[config.mk]
export PLATFORM = sky130hd
export DESIGN_NAME = ri_co_tuner_mc
export DESIGN_NICKNAME = d
export VERILOG_FILES = /design/src/rtl/ri_co_tuner_mc.sv
export SDC_FILE = /design/constraint.sdc
export NUM_CORES = 2
export LEC_CHECK = 0
export CORE_MARGIN = 8
export CORE_UTILIZATION = 35
export DETAILED_ROUTE_END_ITERATION = 8
export GPL_TIMING_DRIVEN = 0
export SKIP_LAST_GASP = 1
export SLEW_MARGIN = 20
export SYNTH_ARGS = -nofsm -noshare
export SYNTH_HDL_FRONTEND = slang
export SYNTH_SLANG_ARGS = --single-unit
[constraint.sdc]
create_clock -name clk -period 55.9 [get_ports clk]
set_input_delay 5.59 -clock clk [delete_from_list [all_inputs] [get_ports clk]]
set_output_delay 5.59 -clock clk [all_outputs]
set_load 0.02 [all_outputs]
[src/rtl/ri_co_tuner_mc.sv]
// Multi-channel real-to-complex tuner: one time-multiplexed pipelined CORDIC mixes a real stream into CH channels.
// Optional build macro RI_CO_TUNER_DITHER_EN adds LFSR dither below the truncated angle bits.
//
// state    | meaning
// ST_INIT  | just out of reset, not yet accepting
// ST_IDLE  | in_ready high, waiting for a sample
// ST_ISSUE | issuing channels 1..CH-1 of the latched sample
module ri_co_tuner_mc #(
   parameter int DSZ  = 16,
   parameter int FSZ  = 32,
   parameter int CH   = 4,
   parameter int ITER = 16
) (
   input  logic                  clk,
   input  logic                  reset,
   input  logic signed [DSZ-1:0] in,
   input  logic                  in_valid,
   output logic                  in_ready,
   input  logic                  cfg_we,
   input  logic [3:0]            cfg_ch,
   input  logic [FSZ-1:0]        cfg_freq,
   input  logic                  cfg_dir,
   input  logic                  cfg_phase_rst,
   output logic signed [DSZ-1:0] out_i,
   output logic signed [DSZ-1:0] out_q,
   output logic [3:0]            out_ch,
   output logic                  out_valid
);

   localparam int AW = DSZ + 2;
   localparam int W  = DSZ + 2;
   localparam int PS = 14;
   localparam logic signed [15:0] KINV = 16'sd19898;
   localparam logic signed [W:0]  ONE  = (W+1)'(1);
   localparam logic signed [W:0]  MAXV = (W+1)'((1 << (DSZ-1)) - 1);
   localparam logic signed [W:0]  MINV = -MAXV - ONE;

   typedef enum logic [1:0] {ST_INIT, ST_IDLE, ST_ISSUE} state_t;

   state_t                state_q, state_d;
   logic [3:0]            rem_q, rem_d;
   logic signed [DSZ-1:0] smp_q, iss_smp;
   logic                  accept, iss;
   logic [3:0]            iss_ch;

   assign accept = in_valid & in_ready;

   always_comb begin
      state_d = state_q;
      rem_d   = rem_q;
      iss     = 1'b0;
      iss_ch  = 4'd0;
      iss_smp = smp_q;
      case (state_q)
         ST_INIT: state_d = ST_IDLE;
         ST_IDLE: begin
            if (accept) begin
               iss     = 1'b1;
               iss_smp = in;
               rem_d   = 4'(CH - 1);
               if (CH > 1) state_d = ST_ISSUE;
            end
         end
         ST_ISSUE: begin
            iss    = 1'b1;
            iss_ch = 4'(CH) - rem_q;
            rem_d  = rem_q - 4'd1;
            if (rem_q == 4'd1) state_d = ST_IDLE;
         end
         default: state_d = ST_INIT;
      endcase
   end

   always_ff @(posedge clk or posedge reset) begin
      if (reset) begin
         state_q  <= ST_INIT;
         rem_q    <= 4'd0;
         in_ready <= 1'b0;
         smp_q    <= '0;
      end else begin
         state_q  <= state_d;
         rem_q    <= rem_d;
         in_ready <= (state_d == ST_IDLE);
         if (accept) smp_q <= in;
      end
   end

   // Channel registers: a phase reset on the same edge beats the issue increment.
   logic [FSZ-1:0] freq_q [CH];
   logic [FSZ-1:0] acc_q  [CH];
   logic [CH-1:0]  dir_q;
   logic           cfg_hit;

   assign cfg_hit = cfg_we && ({1'b0, cfg_ch} < 5'(CH));

   always_ff @(posedge clk or posedge reset) begin
      if (reset) begin
         dir_q <= '0;
         for (int c = 0; c < CH; c++) begin
            freq_q[c] <= '0;
            acc_q[c]  <= '0;
         end
      end else begin
         for (int c = 0; c < CH; c++) begin
            if (cfg_hit && cfg_ch == 4'(c)) begin
               freq_q[c] <= cfg_freq;
               dir_q[c]  <= cfg_dir;
            end
            if (cfg_hit && cfg_ch == 4'(c) && cfg_phase_rst)
               acc_q[c] <= '0;
            else if (iss && iss_ch == 4'(c))
               acc_q[c] <= acc_q[c] + freq_q[c];
         end
      end
   end

   logic [FSZ-1:0] sel_acc, ang_full;
   logic           sel_dir;
   logic [AW-1:0]  iss_ang;

   always_comb begin
      sel_acc = '0;
      sel_dir = 1'b0;
      for (int c = 0; c < CH; c++) begin
         if (iss_ch == 4'(c)) begin
            sel_acc = acc_q[c];
            sel_dir = dir_q[c];
         end
      end
   end

   assign ang_full = sel_dir ? -sel_acc : sel_acc;

`ifdef RI_CO_TUNER_DITHER_EN
   logic [15:0]    lfsr_q;
   logic [FSZ-1:0] dith, ang_dith;

   always_ff @(posedge clk or posedge reset) begin
      if (reset)
         lfsr_q <= 16'hACE1;
      else if (iss)
         lfsr_q <= {lfsr_q[14:0], lfsr_q[15] ^ lfsr_q[13] ^ lfsr_q[12] ^ lfsr_q[10]};
   end

   assign dith     = FSZ'(lfsr_q) & ((FSZ'(1) << (FSZ - AW)) - FSZ'(1));
   assign ang_dith = ang_full + dith;
   assign iss_ang  = AW'(ang_dith >> (FSZ - AW));
`else
   assign iss_ang  = AW'(ang_full >> (FSZ - AW));
`endif

   // Arctangent table in units of 2*pi/2^18, rescaled to the actual angle width.
   function automatic logic signed [W-1:0] atan_lut(input int k);
      int t;
      case (k)
         0: t = 32768;  1: t = 19344;  2: t = 10221;  3: t = 5188;
         4: t = 2604;   5: t = 1303;   6: t = 652;    7: t = 326;
         8: t = 163;    9: t = 81;     10: t = 41;    11: t = 20;
         12: t = 10;    13: t = 5;     14: t = 3;     15: t = 1;
         default: t = 0;
      endcase
      if (AW >= 18) return W'(t <<< (AW - 18));
      else          return W'(t >>> (18 - AW));
   endfunction

   // Rounded arithmetic shift keeps the stage truncation error unbiased.
   function automatic logic signed [W-1:0] rsh(input logic signed [W-1:0] v, input int s);
      logic signed [W:0] t;
      if (s == 0) return v;
      t = (W+1)'(v) + (ONE <<< (s - 1));
      return W'(t >>> s);
   endfunction

   function automatic logic signed [DSZ-1:0] sat_rnd(input logic signed [W-1:0] v);
      logic signed [W:0] a, r;
      a = (W+1)'(v);
      if (v[W-1]) r = -((-a + ONE) >>> 1);
      else        r = (a + ONE) >>> 1;
      if (r > MAXV)      return DSZ'(MAXV);
      else if (r < MINV) return DSZ'(MINV);
      else               return DSZ'(r);
   endfunction

   logic                  p0_v, p1_v;
   logic [3:0]            p0_ch, p1_ch;
   logic signed [DSZ-1:0] p0_smp;
   logic [AW-1:0]         p0_ang, p1_ang;
   logic signed [W-1:0]   p1_x;
   logic signed [DSZ+15:0] prod;

   logic signed [W-1:0] xs [ITER+1];
   logic signed [W-1:0] ys [ITER+1];
   logic signed [W-1:0] zs [ITER+1];
   logic [3:0]          cs [ITER+1];
   logic [ITER:0]       vs;

   // Internal x/y carry one fractional bit; the prescale folds in 1/K.
   assign prod = p0_smp * KINV;

   always_ff @(posedge clk or posedge reset) begin
      if (reset) begin
         p0_v   <= 1'b0;
         p0_ch  <= 4'd0;
         p0_smp <= '0;
         p0_ang <= '0;
         p1_v   <= 1'b0;
         p1_ch  <= 4'd0;
         p1_x   <= '0;
         p1_ang <= '0;
         vs     <= '0;
         for (int k = 0; k <= ITER; k++) begin
            xs[k] <= '0;
            ys[k] <= '0;
            zs[k] <= '0;
            cs[k] <= 4'd0;
         end
      end else begin
         p0_v   <= iss;
         p0_ch  <= iss_ch;
         p0_smp <= iss_smp;
         p0_ang <= iss_ang;
         p1_v   <= p0_v;
         p1_ch  <= p0_ch;
         p1_x   <= W'(prod >>> PS);
         p1_ang <= p0_ang;
         vs[0]  <= p1_v;
         cs[0]  <= p1_ch;
         zs[0]  <= $signed({2'b00, p1_ang[AW-3:0]});
         case (p1_ang[AW-1 -: 2])
            2'd0: begin xs[0] <= p1_x;  ys[0] <= '0;    end
            2'd1: begin xs[0] <= '0;    ys[0] <= p1_x;  end
            2'd2: begin xs[0] <= -p1_x; ys[0] <= '0;    end
            default: begin xs[0] <= '0; ys[0] <= -p1_x; end
         endcase
         for (int k = 0; k < ITER; k++) begin
            vs[k+1] <= vs[k];
            cs[k+1] <= cs[k];
            if (!zs[k][W-1]) begin
               xs[k+1] <= xs[k] - rsh(ys[k], k);
               ys[k+1] <= ys[k] + rsh(xs[k], k);
               zs[k+1] <= zs[k] - atan_lut(k);
            end else begin
               xs[k+1] <= xs[k] + rsh(ys[k], k);
               ys[k+1] <= ys[k] - rsh(xs[k], k);
               zs[k+1] <= zs[k] + atan_lut(k);
            end
         end
      end
   end

   always_ff @(posedge clk or posedge reset) begin
      if (reset) begin
         out_valid <= 1'b0;
         out_i     <= '0;
         out_q     <= '0;
         out_ch    <= 4'd0;
      end else begin
         out_valid <= vs[ITER];
         if (vs[ITER]) begin
            out_i  <= sat_rnd(xs[ITER]);
            out_q  <= sat_rnd(ys[ITER]);
            out_ch <= cs[ITER];
         end
      end
   end

endmodule
==> impl_metrics.json <==
{
  "firstDrtPassIters": 5,
  "design.core.area_um2": 277000,
  "cts_tree": "done",
  "setup_ws_ns": 47.62,
  "r2r-start": "p0_smp[15]",
  "clk_latency_ns": 0.84,
  "ys_ff_latch": 1363,
  "grt_setup_unrepaired": "no",
  "drt_iter0_markers": 3791,
  "critPathRequiredTime_ns": 56.66,
  "synth_cell_types": 109,
  "final_max_slew_viol_count": 0,
  "syn_nets": 11603,
  "die_w_um": 544,
  "nets": 11882,
  "critPathArrivalTime_ns": 9.05,
  "synth.cell_area_um2": 97400,
  "path_class": "input pin to flop",
  "wl_per_cell_um": 15.6,
  "htreeDepth": 4,
  "pin_count": 96,
  "ys_warn_count": 0,
  "async_flop_share_pct": 100,
  "vias_per_cell": 5.06,
  "critPathMaxFanout": 10,
  "synth_edf_count": 0,
  "grt_use_total_pct": 14.9,
  "floorplan.die_area_um2": 296000,
  "antenna_found_initial": 4,
  "skew_ns": 0.0704,
  "rows": 193,
  "path_clk_slew_ns": 0.06,
  "synth_flop_cell": "dfrtp_1",
  "cap_violations": 0,
  "dp_slack_ns": 46.74,
  "max_freq_mhz": 121,
  "layout-drive-gt1-share_pct": 6.07,
  "critPathCaptureType": "flop",
  "period_minus_slack_ns": 8.28,
  "fin_crit_sh_pct": 14.8,
  "final_common_cell": "dfrtp_1",
  "postCtsSetupRepairBufs": 0,
  "synth.avg_cell_area_um2": 9.45,
  "ctsHoldBuffers": 0,
  "cts_resized": 0,
  "finalSetupViolations": 0,
  "synth_cells": 10305,
  "ant_nets": 0,
  "fin_util_pct": 39.4,
  "grt_pass1_vias": 71953,
  "fp.dieH_um": 544,
  "fin_area_um2": 109000,
  "hold_viol": 0,
  "io_buffers": 94,
  "worstMarginPinSlew_ns": 1.09,
  "post_dp_cell_area_um2": 103000,
  "hold_path_class": "flop to flop",
  "rrSetupSlack_ns": 49.63,
  "relSlewSlack_pct": 26.8,
  "start_kind": "input pin",
  "cts_sinks": 1363,
  "vias": 72906,
  "status": "complete, no violations",
  "grt_pass1_wl_um": 368000,
  "cts-root-buf": "clkbuf_16",
  "grt_max_degree": 108,
  "final_cell_mix": "1363 x dfrtp_1, 1086 x ha_1, 927 x nor2_1",
  "finalWirelength_um": 224000,
  "drc": 0,
  "gp_congestion": 0.885,
  "worst-r2r-cell-count": 18,
  "syn_to_final_growth_pct": 12.0,
  "hold_end": "cs[37]",
  "cts_max_path_buffers": 4,
  "dp_hpwl_um": 178000,
  "hold_depth": 0,
  "grt-ovfl-total": 0,
  "cts_buffers": 165,
  "hp-start": "cs[41]",
  "reg2reg_to": "p1_x[15]",
  "holdWs_ns": 0.336,
  "ys_seq_area_share_pct": 35.0,
  "initial_core_util_pct": 35.2
}
[critical path, stage by stage]
cell             delay [ns]
clkdlybuf4s50_1        0.40
nand2_1                0.13
nor2_1                 0.21
o21ai_1                0.56
clkinv_1               0.51
nand3_1                0.36
clkbuf_1               0.55
clkbuf_1               0.48
nand2_1                0.11
a21oi_1                0.14
[final cells by class]
| type | instances | area [um2] |
|---|---|---|
| well taps | 3705 | 4640 |
| flip-flops and latches | 1363 | 34100 |
| clock buffers | 211 | 4600 |
| repair buffers | 112 | 1360 |
| inverters | 661 | 2490 |
| fillers | 27707 | 168000 |
| multi-input cells | 8072 | 60000 |
| plain buffers | 209 | 862 |
| clock inverters | 77 | 1010 |
| diodes | 2 | 5.00 |
[through the flow]
step	std cells	setup TNS (ns)
after floorplan	10305	0
after global placement	14104	-4361.07
after detailed placement	14122	0
after CTS	14410	0
after global routing	14411	0
final	14412	0
[per-layer routing]
layer | GRT usage (%) | share of wire, % | wire, um | vias to the layer above
li1 | - | - | - | 36849
met1 | 19.0 | 45 | 101000 | 34509
met2 | 26.2 | 48 | 108000 | 1169
met3 | 1.99 | 3.9 | 8810 | 377
met4 | 4.69 | 3.1 | 6960 | 2
met5 | 0 | 0.0058 | 13 | -
[cells in the mapped netlist, types with 14 or more instances]
master | n | share of area (%)
a21oi_1 | 771 | 4.0
o31ai_1 | 38 | 0.29
a41oi_1 | 19 | 0.17
xor2_1 | 437 | 3.9
and2_1 | 66 | 0.42
mux2i_1 | 40 | 0.41
dfrtp_1 | 1363 | 35
or2_2 | 29 | 0.19
o22ai_1 | 41 | 0.26
o41ai_1 | 30 | 0.27
buf_2 | 21 | 0.11
nor2_1 | 927 | 3.6
a21oi_2 | 14 | 0.13
a21boi_0 | 38 | 0.29
clkbuf_1 | 164 | 0.63
a31o_2 | 19 | 0.17
nand4_1 | 75 | 0.48
o21ai_0 | 430 | 2.2
nand3_1 | 326 | 1.7
a31oi_1 | 106 | 0.68
fa_1 | 154 | 3.2
a211oi_1 | 98 | 0.76
nor3b_1 | 14 | 0.11
o211ai_1 | 61 | 0.47
buf_1 | 15 | 0.058
nor4_1 | 24 | 0.15
o21bai_1 | 187 | 1.4
or4_1 | 23 | 0.18
and3_1 | 179 | 1.1
inv_1 | 652 | 2.5
nand2_1 | 610 | 2.4
o21ai_1 | 32 | 0.16
ha_1 | 1086 | 14
nand2b_1 | 64 | 0.41
xnor2_1 | 920 | 8.3
nor3_1 | 222 | 1.1
and4_1 | 28 | 0.25
a21o_1 | 211 | 1.6
nor2b_1 | 128 | 0.82
or3_1 | 72 | 0.46
o21a_1 | 87 | 0.67
mux2_2 | 188 | 2.2
[state kept, by name, summed over array words and instances, names as in the netlist, 17 cells and up]
name / cells
p1_x: 18
vs: 17
cs: 68
zs: 267
xs: 305
ys: 306
p1_ang: 18
p0_ang: 18
freq_q: 128
acc_q: 128
[cell families after synthesis]
| logic type | share of synthesized area [%] |
|---|---|
| xor+xnor | 12.2 |
| fa+ha+maj | 17.1 |
| buf+inv | 3.43 |
| mux | 2.61 |
| compound gates | 15.6 |
| simple gates | 14.0 |
| flops | 35.0 |
[worst max path at each step]
| stage | slack [ns] | endpoint | cells past startpoint | from |
|---|---|---|---|---|
| after floorplan | 11.88 | acc_q[0] | 1 | reset |
| after global placement | -3.67 | xs[114] | 2 | reset |
| after detailed placement | 46.74 | acc_q[7] | 10 | in_valid |
| after CTS | 47.67 | acc_q[7] | 10 | in_valid |
| after global routing | 47.40 | acc_q[13] | 10 | in_valid |
| final | 47.62 | acc_q[8] | 10 | in_valid |
Power is left out: the tool's default activity adds up to more than one toggle a clock period on the data nets, which glitch-free logic cannot reach.
